**src/rtl/unidade_busca_pkg.sv**
```systemverilog
// Shared constants and types for the instruction fetch unit.
// The entry typedef uses the default address width.
package unidade_busca_pkg;

  localparam int unsigned INSTR_W    = 16;
  localparam int unsigned ADDR_W_DEF = 8;
  localparam int unsigned DEPTH_DEF  = 4;

  typedef struct packed {
    logic [ADDR_W_DEF-1:0] pc;
    logic [INSTR_W-1:0]    instr;
  } fetch_entry_t;

endpackage

```
**src/rtl/unidade_busca_fila_prefetch.sv**
```systemverilog
// Parametric synchronous FIFO holding fetched {pc, instr} words.
// Provides a synchronous clear that wins over push and pop.
module fila_prefetch #(
  parameter int unsigned WIDTH = 24,
  parameter int unsigned DEPTH = 4
) (
  input  logic                       clk,
  input  logic                       rst,
  input  logic                       clear,
  input  logic                       push,
  input  logic                       pop,
  input  logic [WIDTH-1:0]           din,
  output logic [WIDTH-1:0]           head,
  output logic [$clog2(DEPTH+1)-1:0] count,
  output logic                       empty
);

  localparam int unsigned PTR_W = $clog2(DEPTH);
  localparam int unsigned CNT_W = $clog2(DEPTH+1);

  logic [WIDTH-1:0] mem [DEPTH];
  logic [PTR_W-1:0] rd_ptr;
  logic [PTR_W-1:0] wr_ptr;

  // Storage is never reset; empty-state masking is done by the consumer.
  always_ff @(posedge clk) begin
    if (push && !clear) begin
      mem[wr_ptr] <= din;
    end
  end

  always_ff @(posedge clk or posedge rst) begin
    if (rst) begin
      rd_ptr <= '0;
      wr_ptr <= '0;
      count  <= '0;
    end else if (clear) begin
      rd_ptr <= '0;
      wr_ptr <= '0;
      count  <= '0;
    end else begin
      if (push) begin
        wr_ptr <= wr_ptr + PTR_W'(1);
      end
      if (pop) begin
        rd_ptr <= rd_ptr + PTR_W'(1);
      end
      if (push && !pop) begin
        count <= count + CNT_W'(1);
      end else if (pop && !push) begin
        count <= count - CNT_W'(1);
      end
    end
  end

  always_comb begin
    head  = mem[rd_ptr];
    empty = (count == '0);
  end

endmodule

```
**src/rtl/unidade_busca.sv**
```systemverilog
// Instruction fetch unit: owns the PC, issues reads to a synchronous
// instruction memory and buffers returned words in a prefetch FIFO.
module unidade_busca
  import unidade_busca_pkg::*;
#(
  parameter int unsigned ADDR_W = ADDR_W_DEF,
  parameter int unsigned DEPTH  = DEPTH_DEF
) (
  input  logic               clock,
  input  logic               reset,
  output logic [ADDR_W-1:0]  mem_addr,
  output logic               mem_rd,
  input  logic [INSTR_W-1:0] mem_data,
  output logic [INSTR_W-1:0] iin,
  output logic [ADDR_W-1:0]  iin_pc,
  output logic               iin_valid,
  input  logic               iin_ready,
  input  logic               jump,
  input  logic [ADDR_W-1:0]  jump_addr,
  input  logic               halt
);

  localparam int unsigned CNT_W = $clog2(DEPTH+1);
  localparam int unsigned ENT_W = ADDR_W + INSTR_W;
  localparam logic [CNT_W:0] DEPTH_L = (CNT_W+1)'(DEPTH);

  typedef struct packed {
    logic [ADDR_W-1:0]  pc;
    logic [INSTR_W-1:0] instr;
  } entry_t;

  logic [ADDR_W-1:0] fetch_pc;
  logic [ADDR_W-1:0] inflight_pc;
  logic              inflight;
  logic [CNT_W-1:0]  count;
  logic              fifo_empty;
  logic [CNT_W:0]    occupancy;
  logic              issue;
  logic              push;
  logic              pop;
  entry_t            push_entry;
  entry_t            head_entry;

  // Occupancy counts the in-flight word so the FIFO can never overflow.
  always_comb begin
    occupancy  = {1'b0, count} + (CNT_W+1)'(inflight);
    issue      = !reset && !jump && !halt && (occupancy < DEPTH_L);
    push       = inflight && !jump;
    pop        = !fifo_empty && iin_ready && !jump;
    push_entry = '{pc: inflight_pc, instr: mem_data};
  end

  always_ff @(posedge clock or posedge reset) begin
    if (reset) begin
      fetch_pc    <= '0;
      inflight    <= 1'b0;
      inflight_pc <= '0;
    end else if (jump) begin
      fetch_pc <= jump_addr;
      inflight <= 1'b0;
    end else begin
      inflight <= issue;
      if (issue) begin
        inflight_pc <= fetch_pc;
        fetch_pc    <= fetch_pc + ADDR_W'(1);
      end
    end
  end

  fila_prefetch #(
    .WIDTH (ENT_W),
    .DEPTH (DEPTH)
  ) u_fila (
    .clk   (clock),
    .rst   (reset),
    .clear (jump),
    .push  (push),
    .pop   (pop),
    .din   (push_entry),
    .head  (head_entry),
    .count (count),
    .empty (fifo_empty)
  );

  always_comb begin
    mem_addr  = fetch_pc;
    mem_rd    = issue;
    iin_valid = !fifo_empty;
    iin       = fifo_empty ? '0 : head_entry.instr;
    iin_pc    = fifo_empty ? '0 : head_entry.pc;
  end

endmodule

```
**config.mk**
```make
export PLATFORM = sky130hd
export DESIGN_NAME = unidade_busca
export DESIGN_NICKNAME = d
export VERILOG_FILES = /design/src/rtl/unidade_busca_pkg.sv /design/src/rtl/unidade_busca_fila_prefetch.sv /design/src/rtl/unidade_busca.sv
export SDC_FILE = /design/constraint.sdc
export NUM_CORES = 1
export LEC_CHECK = 0
export CORE_ASPECT_RATIO = 1.25
export CORE_MARGIN = 1.5
export CORE_UTILIZATION = 35
export DETAILED_ROUTE_END_ITERATION = 7
export PLACE_DENSITY = 0.65
export SETUP_SLACK_MARGIN = 0.3
export SYNTH_ARGS = -nofsm -noshare
export SYNTH_HDL_FRONTEND = slang
export SYNTH_SLANG_ARGS = --single-unit
```
**constraint.sdc**
```tcl
create_clock -name clock -period 1.7 [get_ports clock]
set_input_delay 0.255 -clock clock [delete_from_list [all_inputs] [get_ports clock]]
set_output_delay 0.255 -clock clock [all_outputs]
set_load 0.02 [all_outputs]
```
==> flow_summary.json <==
{
  "setup_viol": 35,
  "arrival_ns": 1.92,
  "cp.required_ns": 1.44,
  "cts-root-buf": "clkbuf_16",
  "grt-ovfl-total": 0,
  "drv_slew": 0,
  "rsz0062_at_grt": "true",
  "slew_headroom": 0.7898,
  "p_int_mw": 8.322,
  "crit_path_start_kind": "flip-flop",
  "wl_per_cell_um": 16.61,
  "drv_cap": 0,
  "path_max_fanout": 6,
  "period_needed_ns": 2.179,
  "synth_cells": 286,
  "yosys.area.top_type_share": 0.5857,
  "finClkSkew_ns": 0.009160,
  "rr_worst_depth": 10,
  "finalNetCount": 456,
  "synthFlopType": "edfxtp_1",
  "r2r_slack_ns": -0.25,
  "path_class": "flip-flop to output pin",
  "hold_path.class": "input port to async pin",
  "setup_tns_ns": -11.06,
  "first_global_vias": 3010,
  "syn-num-nets": 321,
  "clock.fmax_mhz": 458.9,
  "area_delta_synth_final_pct": 47.10,
  "ctsHtreeMaxLevel": 4,
  "drtIter0Drc": 128,
  "synth_most_common_cell": "edfxtp_1",
  "synth-seq-cells": 120,
  "fp.dieH_um": 135.6,
  "grt_pass1_wl_mm": 15.50,
  "combPwrFrac": 0.375,
  "preCtsSetupSlack_ns": -0.4505,
  "period_share": 1.282,
  "clk_latency_ns": 0.41,
  "postCtsHoldBufs": 0,
  "clockPowerShare": 0.314,
  "power_frac_seq": 0.311,
  "wirelength_mm": 10.12,
  "viasPerCell": 4.811,
  "yosys-top-cells-area": "edfxtp_1 (59%), dfrtp_1 (12%), mux4_2 (11%), and2_1 (3.7%), nand2_1 (2.1%)",
  "r2r_start": "u_fila.count[1]$_DFFE_PP0P_",
  "cts_buffers": 17,
  "clk_pin_slew_worst_paths_ns": 0.06,
  "grt_antenna_before_repair": 0,
  "die_w_um": 109.1,
  "synth_area_sq_um": 4922,
  "synth_top_area_cell": "edfxtp_1",
  "stdcell_count": 609,
  "synth.yosys.warnings": 0,
  "firstDrtPassIters": 4,
  "worst_slew_pin_slew_ns": 0.3153,
  "hold_viol": 0,
  "cts_buffer_depth": 2,
  "seq_area_frac_synth": 0.7077,
  "start_util": 0.3579,
  "p_leak_nw": 2.745,
  "hpwl_mm": 6.285,
  "core_sq_um": 13750,
  "p_switching_mw": 3.381,
  "synth_edf_count": 96,
  "async_flop_share": 0.2000,
  "track_usage": 0.1449,
  "die-area_sq_um": 14790,
  "cts_tree": "yes",
  "cts.sinks": 120,
  "critPathCaptureType": "output pin",
  "ant_nets": 0,
  "netSwitchingFraction": 0.2889,
  "final_util": 0.5265,
  "drive_above_1_share": 0.5069,
  "synth_common_cells": "edfxtp_1 (96), and2_1 (29), nand2_1 (28)",
  "vias": 2930,
  "diodes": 0,
  "worst_slack_ns": -0.4789,
  "outcome": "finished, violations left",
  "io_buffers": 62,
  "timing.rr.end": "u_fila.count[2]$_DFFE_PP0P_",
  "dp.cells": 544,
  "peakVddDrop_uv": 994.4,
  "synth_cell_types": 39,
  "num_rows": 48,
  "power_density_nw_per_um2": 1616,
  "place_congestion": 0.7107,
  "violations": "setup timing",
  "pin_count": 63,
  "avgSynthCellArea_sq_um": 17.21,
  "grt_start_max_net_pins": 25,
  "post-route-drc-count": 0
}
==> repair_timing <==
| action | 4_1_cts | 5_1_grt |
|---|---|---|
| cloned | 4 | 0 |
| pin swaps | 13 | 11 |
| buffers inserted | 16 | 13 |
| endpoints found under the setup margin | 59 | 86 |
| resized for setup | 199 | 31 |
| endpoints found under the hold margin | 0 | 0 |
==> power by group through the flow <==
stage | clock network [mW] | logic (mW) | registers, mW
2_1_floorplan | 0 | 2.30 | 3.67
3_3_place_gp | 0 | 3.41 | 3.67
3_5_place_dp | 0 | 3.46 | 3.68
4_1_cts | 3.73 | 4.26 | 3.63
5_1_grt | 3.88 | 4.66 | 3.66
6_report | 3.67 | 4.39 | 3.64
==> worst max path at each step <==
stage	end	cells after the start	start
global route	iin_pc[0]	6	u_fila.rd_ptr[0]$_DFFE_PP0P_
finish	iin_pc[0]	6	u_fila.rd_ptr[0]$_DFFE_PP0P_
CTS	iin_pc[0]	6	u_fila.rd_ptr[0]$_DFFE_PP0P_
detailed placement	u_fila.count[2]$_DFFE_PP0P_	9	jump
global placement	mem_rd	5	jump
floorplan	u_fila.count[2]$_DFFE_PP0P_	7	u_fila.count[0]$_DFFE_PP0P_
==> flip-flops by register name, summed over array words and instances, names as in the netlist <==
name,count
u_fila.mem,96
inflight_pc,8
mem_addr,8
u_fila.count,3
u_fila.rd_ptr,2
u_fila.wr_ptr,2
inflight,1
==> routing by layer <==
metal,wire length [um],up-vias,GRT usage
met5,0,-,0
met4,76,0,0.04898
met3,506,6,0.04714
met2,5319,81,0.2469
met1,4214,1478,0.1709
li1,-,1365,-
==> layout by cell type, fill, tap and decap left out, drive strengths merged, types with 3 or more instances in the layout <==
cell and count:
nand3 5, mux4 24, xnor2 4, buf 98
inv 14, dfrtp 24, and2 29, nor3 3
clkbuf 18, clkdlybuf4s50 27, nor3b 3, nor2 8
bufinv 3, clkdlybuf4s15 3, clkinvlp 3, edfxtp 96
clkinv 3, ha 5, nand2 29, o21ai 5
a221o 5, o21bai 3
==> worst max-delay path, cell delays in order, from the launching register on <==
cell	delay, ns
dfrtp_2	0.43
buf_6	0.12
buf_6	0.09
buf_16	0.11
mux4_2	0.48
and2_4	0.16
buf_6	0.12
==> through the flow <==
stage	hold WS (ns)	power, mW	instance area, sq um
after global placement	0.4933	7.079	6121
after detailed placement	0.5160	7.141	6121
after floorplan	0.2696	5.971	5062
final	0.2828	11.70	7241
after CTS	0.2790	11.63	7076
after global routing	0.3268	12.21	7241
==> area by class of cell <==
cell class / count / area, sq um
fillers: 1118 / 6513
flip-flops and latches: 120 / 3492
multi-input cells: 144 / 1509
repair buffers: 130 / 1363
clock buffers: 17 / 425.4
well taps: 175 / 219.0
clock inverters: 15 / 190.2
inverters: 8 / 42.54
==> logic make-up (layout without fill, tap and decap cells) <==
group	after synthesis	count (layout)	synth area share
fa+ha+maj	6	6	0.01678
flops	120	120	0.7077
buf+inv	22	170	0.02338
compound gates	22	22	0.03558
simple gates	84	84	0.09024
xor+xnor	6	6	0.01220
mux	26	26	0.1141
Note: power is estimated with default switching activity, not from simulation.
